--- config.mk ---
export PLATFORM = sky130hd
export DESIGN_NAME = controle_voltas
export DESIGN_NICKNAME = d
export VERILOG_FILES = /design/src/rtl/controle_voltas.sv
export SDC_FILE = /design/constraint.sdc
export NUM_CORES = 1
export LEC_CHECK = 0
export CORE_MARGIN = 2
export CORE_UTILIZATION = 35
export DETAILED_ROUTE_END_ITERATION = 6
export SLEW_MARGIN = 30
export SYNTH_ARGS = -nofsm -noshare
export SYNTH_HDL_FRONTEND = slang
export SYNTH_SLANG_ARGS = --single-unit
--- constraint.sdc ---
create_clock -name clock -period 2.1 [get_ports clock]
set_clock_uncertainty 0.15 [all_clocks]
set_input_delay 0.525 -clock clock [delete_from_list [all_inputs] [get_ports clock]]
set_output_delay 0.525 -clock clock [all_outputs]
set_load 0.02 [all_outputs]
--- src/rtl/controle_voltas.sv ---
// controle_voltas: stopwatch lap controller driving a 4-entry external lap memory.
// Optional build macro LAP_OVERWRITE_EN: a save while full overwrites the oldest lap.
module controle_voltas #(
  parameter int DATA_WIDTH = 16
) (
  input  logic                  clock,
  input  logic                  reset_n,
  input  logic                  save_pulse,
  input  logic                  next_pulse,
  input  logic                  clear_pulse,
  input  logic [DATA_WIDTH-1:0] time_in,
  output logic                  mem_write_enable,
  output logic [1:0]            mem_write_address,
  output logic [DATA_WIDTH-1:0] mem_data_in,
  output logic [1:0]            mem_read_address,
  output logic [2:0]            lap_count,
  output logic                  full,
  output logic                  busy
);

`ifdef LAP_OVERWRITE_EN
  localparam bit OVERWRITE_EN = 1'b1;
`else
  localparam bit OVERWRITE_EN = 1'b0;
`endif

  typedef enum logic [1:0] {
    IDLE  = 2'd0,
    WRITE = 2'd1,
    CLEAR = 2'd2
  } state_e;

  state_e                state_q, state_d;
  logic [1:0]            wr_ptr_q, wr_ptr_d;
  logic [1:0]            rd_ptr_q, rd_ptr_d;
  logic [1:0]            clr_cnt_q, clr_cnt_d;
  logic [2:0]            lap_count_q, lap_count_d;
  logic [DATA_WIDTH-1:0] capture_q, capture_d;
  logic                  init_pending_q, init_pending_d;

  logic       full_w;
  logic [2:0] rd_inc;
  logic [1:0] rd_next;

  assign full_w  = (lap_count_q == 3'd4);
  // Step to the next valid lap, wrapping at the number of laps held.
  assign rd_inc  = {1'b0, rd_ptr_q} + 3'd1;
  assign rd_next = (rd_inc >= lap_count_q) ? 2'd0 : rd_inc[1:0];

  always_comb begin
    // NOTE: every signal gets a default before the case so no path leaves it unassigned (no latches).
    state_d        = state_q;
    wr_ptr_d       = wr_ptr_q;
    rd_ptr_d       = rd_ptr_q;
    clr_cnt_d      = clr_cnt_q;
    lap_count_d    = lap_count_q;
    capture_d      = capture_q;
    init_pending_d = init_pending_q;

    unique case (state_q)
      IDLE: begin
        if (init_pending_q || clear_pulse) begin
          state_d        = CLEAR;
          clr_cnt_d      = 2'd0;
          init_pending_d = 1'b0;
        end else if (save_pulse) begin
          // A save that loses to a full memory still blocks a simultaneous next.
          if (!full_w || OVERWRITE_EN) begin
            capture_d = time_in;
            state_d   = WRITE;
          end
        end else if (next_pulse) begin
          if (lap_count_q != 3'd0) rd_ptr_d = rd_next;
        end
      end

      WRITE: begin
        wr_ptr_d    = wr_ptr_q + 2'd1;
        lap_count_d = full_w ? 3'd4 : lap_count_q + 3'd1;
        rd_ptr_d    = wr_ptr_q;
        state_d     = IDLE;
      end

      CLEAR: begin
        clr_cnt_d = clr_cnt_q + 2'd1;
        if (clr_cnt_q == 2'd3) begin
          wr_ptr_d    = 2'd0;
          rd_ptr_d    = 2'd0;
          lap_count_d = 3'd0;
          state_d     = IDLE;
        end
      end

      default: state_d = IDLE;
    endcase
  end

  // NOTE: sequential state uses non-blocking assignments so every flop samples pre-edge values.
  always_ff @(posedge clock or negedge reset_n) begin
    if (!reset_n) begin
      state_q        <= IDLE;
      wr_ptr_q       <= 2'd0;
      rd_ptr_q       <= 2'd0;
      clr_cnt_q      <= 2'd0;
      lap_count_q    <= 3'd0;
      capture_q      <= '0;
      init_pending_q <= 1'b1;
    end else begin
      state_q        <= state_d;
      wr_ptr_q       <= wr_ptr_d;
      rd_ptr_q       <= rd_ptr_d;
      clr_cnt_q      <= clr_cnt_d;
      lap_count_q    <= lap_count_d;
      capture_q      <= capture_d;
      init_pending_q <= init_pending_d;
    end
  end

  // Memory port decodes from registered state only, so reset drops the strobe at once.
  always_comb begin
    mem_write_enable  = 1'b0;
    mem_write_address = 2'd0;
    mem_data_in       = '0;
    unique case (state_q)
      WRITE: begin
        mem_write_enable  = 1'b1;
        mem_write_address = wr_ptr_q;
        mem_data_in       = capture_q;
      end
      CLEAR: begin
        mem_write_enable  = 1'b1;
        mem_write_address = clr_cnt_q;
      end
      default: ;
    endcase
  end

  assign busy             = (state_q != IDLE);
  assign full             = full_w;
  assign lap_count        = lap_count_q;
  assign mem_read_address = rd_ptr_q;

endmodule

# Yosys cells after proc, flatten, opt, wreduce, memory -nomap -nowiden
# Cells that the tools add are included.
dict set report word_totals {
  out_inout_bits 26
  input_bits 21
  elab_cells 60
  regBits 28
}
dict set report op_classes {
  bitwise_logic 2
  n_lt_le_gt_ge 1
  add_sub_neg 4
  eq_ne 12
  n_mux 20
  reduce_logical 14
}
# cell count
set op_table {}
lappend op_table {{$mux W2} 10}
lappend op_table {{$mux W16} 1}
lappend op_table {{$pmux W2 S2} 4}
lappend op_table {{$ne A2 B2 Y1 const B} 6}
lappend op_table {{$mux W3} 2}
lappend op_table {{$ne A3 B3 Y1 const B} 2}
lappend op_table {{$pmux W2 S3} 1}
lappend op_table {{$pmux W3 S2} 1}
lappend op_table {{$reduce_and A2 Y1} 3}
lappend op_table {{$reduce_and A6 Y1} 1}
lappend op_table {{$reduce_bool A2 Y1} 3}
lappend op_table {{$reduce_bool A3 Y1} 2}
lappend op_table {{$add A2 B1 Y2 const B} 2}
lappend op_table {{$eq A2 B2 Y1 const B} 2}
lappend op_table {{$reduce_and A4 Y1} 1}
lappend op_table {{$add A2 B1 Y3 const B} 1}
lappend op_table {{$add A3 B1 Y3 const B} 1}
lappend op_table {{$eq A3 B3 Y1 const B} 1}
lappend op_table {{$ge A3 B3 Y1} 1}
lappend op_table {{$reduce_and A3 Y1} 1}
lappend op_table {{$eq A2 B1 Y1 const B} 1}
lappend op_table {{$logic_not A2 Y1} 1}
lappend op_table {{$not A1 Y1} 2}
lappend op_table {{$reduce_or A2 Y1} 1}
lappend op_table {{other kinds (2)} 2}

# Depth between registers and ports, before layout
dict set report depth {
  depth_word 8
  depth_mapped 7
  depth_no_buf 6
}

# Least setup slack after synthesis
# Ideal clock, no wire load.
dict set report synth_path {
  path_kind {register to output}
  start {reg state_q[0]}
  end {out mem_write_address[0]}
  required_ns 1.425
  slack_ns -0.199
  stages_incl_launch_ff 5
  arrival_time_ns 1.624
  cell_sequence {dfrtp_1 > inv_1 > ha_1 > buf_2 > a21boi_0}
}
dict set report synth_via {
  elab_chain_len 2
  elab_cells_between_ends 3
}
# element line_no
set synth_lines {}
lappend synth_lines {{start, declared} 33} ;# state_e state_q, state_d;
lappend synth_lines {{start signal, assigned} 109} ;# state_q <= state_d;
lappend synth_lines {{$eq A2 B2 Y1 or $eq A2 B1 Y1 (tied branches)} 124} ;# unique case (state_q)
lappend synth_lines {{$pmux W2 S2 (*)} 124}
lappend synth_lines {{end, declared} 13} ;# output logic [1:0] mem_write_address,
# Mark *: on every way between the ends. The rest lies on a longest branch, timed or not.

# Final worst setup path
dict set report layout_path {
  start {reg state_q[0]}
  end {out mem_data_in[8]}
}
dict set report layout_via {
  elab_chain_len 2
}
# element line_no
set layout_lines {}
lappend layout_lines {{$eq A2 B1 Y1} 124}
lappend layout_lines {{$mux W16} 124}
lappend layout_lines {{end, declared} 14} ;# output logic [DATA_WIDTH-1:0] mem_data_in,
# No other way between the ends.

==> summary.md <==
| Metric | Value |
|---|---|
| Status | `finished with violations` |
| Failing checks | `negative setup slack` |
| Comb power frac | `approximately 64%` |
| Share of cells above drive strength 1 | `a little under half` |
| DR WL met3 | `approximately 200 microns` |
| Yosys reg bits | `28` |
| Worst setup margin | `-0.00475 ns` |
| GPL Wtd Cong | `~0.80` |
| Pleak | `roughly 0.0012 uW` |
| Starting density of the core | `36.7%` |
| Port buffer count | `between 40 and 50` |
| Clk Latency, worst-skew pair | `approximately 0.28 ns` |
| Post-Synthesis Cells | `141` |
| Max-cap violations | `0` |
| Post-synth EDFFs | `0` |
| Largest family of logic cells by synthesized area | `multiplexers` |
| Switching power total | `1510 uW` |
| CTS clk-pin slew, worst paths | `~0.090 ns` |
| Met2 WL post-DR | `between 1.5 and 2 mm` |
| Worst min path class | `flip-flop to flip-flop` |
| Fin crit period | `approximately 2.1 ns` |
| GRT Total Usage | `15.4%` |
| Core Box Area | `between 4000 and 5000 sq um` |
| Core Rows | `24` |
| Nature of the critical path endpoint | `output pin` |
| CTS H-tree lvls | `1` |
| Top-count cell post-synth | `dfrtp_1` |
| Mapped Avg Cell Area | `roughly 11 sq um` |
| Die H | `~70 microns` |
| Top cell type's share of synthesized area | `about two fifths` |
| Synth top cells by count | `dfrtp_1, and2_1, mux2_4` |
| Drt first pass iters | `4` |
| Boundary Pins | `between 40 and 50` |
| Fin. Hold Viols | `0` |
| Synth Flop Type | `dfrtp_1` |
| Antenna viol nets, final | `0` |
| Multiplexer share of the synthesized area | `around 17%` |
| Drt wl/cell | `between 10 and 15 microns` |
| Ys async rst share | `100%` |
| DRC violations left | `0` |
| Tcrit/Tclk final | `100%` |
| TritonCTS Buffers | `3` |
| # setup viols final | `7` |
| Fmax | `475 MHz` |
| Hold WS | `0.358 ns` |
| CTS tree | `done` |
| Die X | `71.8 microns` |
| First-pass GRT wire length | `slightly above 6 mm` |
| Rel. slew slack | `76.0%` |
| Syn. warnings | `0` |
| Biggest area consumer among synthesized cells | `dfrtp_1` |
| Crit Path Category | `flip-flop to output pin` |
| PD cells | `between 1500 and 2000 nW/um^2` |
| Worst Path Required | `1.42 ns` |
| Synth Cell Area | `1610 sq um` |
| DRT Wirelength | `3.83 mm` |
| Peak supply drop | `around 0.6 mV` |
| CP Max Fanout | `8` |
| Number of library cell types mapped by synthesis | `38` |
| Dpl ws | `-0.221 ns` |
| Tightest Pin Transition | `between 0.3 and 0.4 ns` |
| Top post-synthesis cells by area | `dfrtp_1, mux2_4, ha_1` |
| Vias in the first global route | `about 1300` |
| Routed length on met1 | `approximately 1.7 mm` |
| Ant diodes | `0` |
| XOR/XNOR share of the synthesized area | `0.544%` |
| Reg power frac | `between 20% and 30%` |
| CTS Sinks | `28` |
| Synthesis-to-finish area growth | `54.4%` |
| Synthesized Nets | `172` |
| Final Max Tran Viols | `0` |
| Largest net degree at the start of global routing | `29` |
| Fin nets | `238` |
| Startpoint types | `flip-flop` |
| Worst EP arrival | `between 1 and 1.5 ns` |
| Layout filler cell count | `369` |
| RSZ-0062 raised after global routing | `true` |
| Antenna violations before repair | `0` |
| Total power | `approximately 4000 uW` |
| DR top layer | `met4` |
| Clk pwr share | `between 10% and 20%` |
| # hold bufs at CTS | `0` |
| Dpl hpwl | `2.69 mm` |
| Die Area | `5160 sq um` |
| CTS Buffer Depth | `2` |
| Congestion Overflow GR | `0` |
| Routed vias/inst | `4.89` |
| DR vias | `1261` |
| Post-synthesis compound-gate area fraction | `10.7%` |
| Adder-Cell Fraction of Synth Area | `under 10%` |
| Simple-Gate Fraction of Synth Area | `between 15 and 20%` |
| Net Sw Frac | `between 30% and 40%` |
| Initial drt markers | `25` |
| Register area share after synthesis | `43.6%` |
| Root buffer cell | `clkbuf_8` |
| Cell Int Power | `approximately 2400 uW` |
## sequential cells by signal, indices dropped and copies added, names as in the netlist
signal and count:
capture_q 16, clr_cnt_q 2, init_pending_q 1, lap_count 3, mem_read_address 2, state_q 2, wr_ptr_q 2
## cell families (layout without fill, tap and decap cells)
group,Yosys count,count (layout)
DFF,28,28
AOI/OAI and AO/OA,22,22
adders and majority gates,10,10
and+or+nand+nor,44,44
muxes,21,21
xor gates and xnor gates,1,1
buffers and inverters,15,80
## placed cells by master, fill, tap and decap left out, types with 2 or more instances in the layout
cell type and instances:
clkdlybuf4s50_1 22, dfrtp_1 27, dlymetal6s2s_1 3, inv_1 7, mux2_4 12, inv_2 2, and2_4 16, o21ai_0 4
nand2b_1 3, buf_6 19, nor2b_1 2, ha_4 3, nand3_1 2, clkbuf_8 3, buf_12 2, nand2_1 11
buf_4 17, ha_1 7, clkbuf_2 2, a21oi_1 3, mux2_2 8, nor2_1 3, a21boi_2 2
## metal layers
metal,vias to the layer above,track usage (%)
met5,-,0
met4,0,3.77
met3,2,2.67
met2,46,27.2
met1,603,19.6
li1,610,-
## repair_timing
item,in CTS,in global routing
gates resized for setup,82,61
endpoints found under the setup margin,21,26
buffers inserted,1,0
pin swaps,1,4
gates cloned,0,1
## layout make-up
class	count	area (sq um)	area share [%]
multi-input combinational	98	931	37.4
sequential	28	702	28.2
timing repair buffer	67	683	27.5
tap	52	65.1	2.62
clock buffer	3	41.3	1.66
inverter	9	33.8	1.36
clock inverter	1	30.0	1.21
## path summary, 6_finish.rpt
kind / start / end / slack [ns] / depth (start not counted)
max: state_q[0] / mem_data_in[8] / -0.005 / 5
min: init_pending_q / init_pending_q / 0.36 / 1
max reg2reg: mem_read_address[0] / mem_read_address[1] / 0.10 / 5
min reg2reg: init_pending_q / init_pending_q / 0.36 / 1
max in group asynchronous: reset_n / init_pending_q / 1.03 / 2
min in group asynchronous: reset_n / mem_read_address[0] / 0.47 / 2
## power groups by stage
stage / sequential, uW / combinational, uW / clock [uW]
after floorplan: 1010 / 1350 / 0
after global placement: 980 / 2230 / 0
after detailed placement: 981 / 2310 / 0
after CTS: 976 / 2280 / 442
after global routing: 1030 / 2770 / 469
final: 994 / 2530 / 429
## critical path, cell delays in order (launching register included)
cell       delay, ns
dfrtp_1         0.41
buf_6           0.13
ha_4            0.18
clkbuf_16       0.16
and2_4          0.14
buf_6           0.12
## through the flow
| step | instance area [sq um] | util (%) | setup TNS (ns) | instances |
|---|---|---|---|---|
| after CTS | 2300 | 52.5 | -0.128 | 257 |
| after floorplan | 1620 | - | 0 | 141 |
| after detailed placement | 2280 | 51.9 | -3.88 | 252 |
| final | 2490 | 56.7 | -0.0108 | 258 |
| after global routing | 2490 | 56.7 | -1.03 | 258 |
| after global placement | 2280 | 51.9 | -2.91 | 252 |
Note: power is estimated with default switching activity, not from simulation.
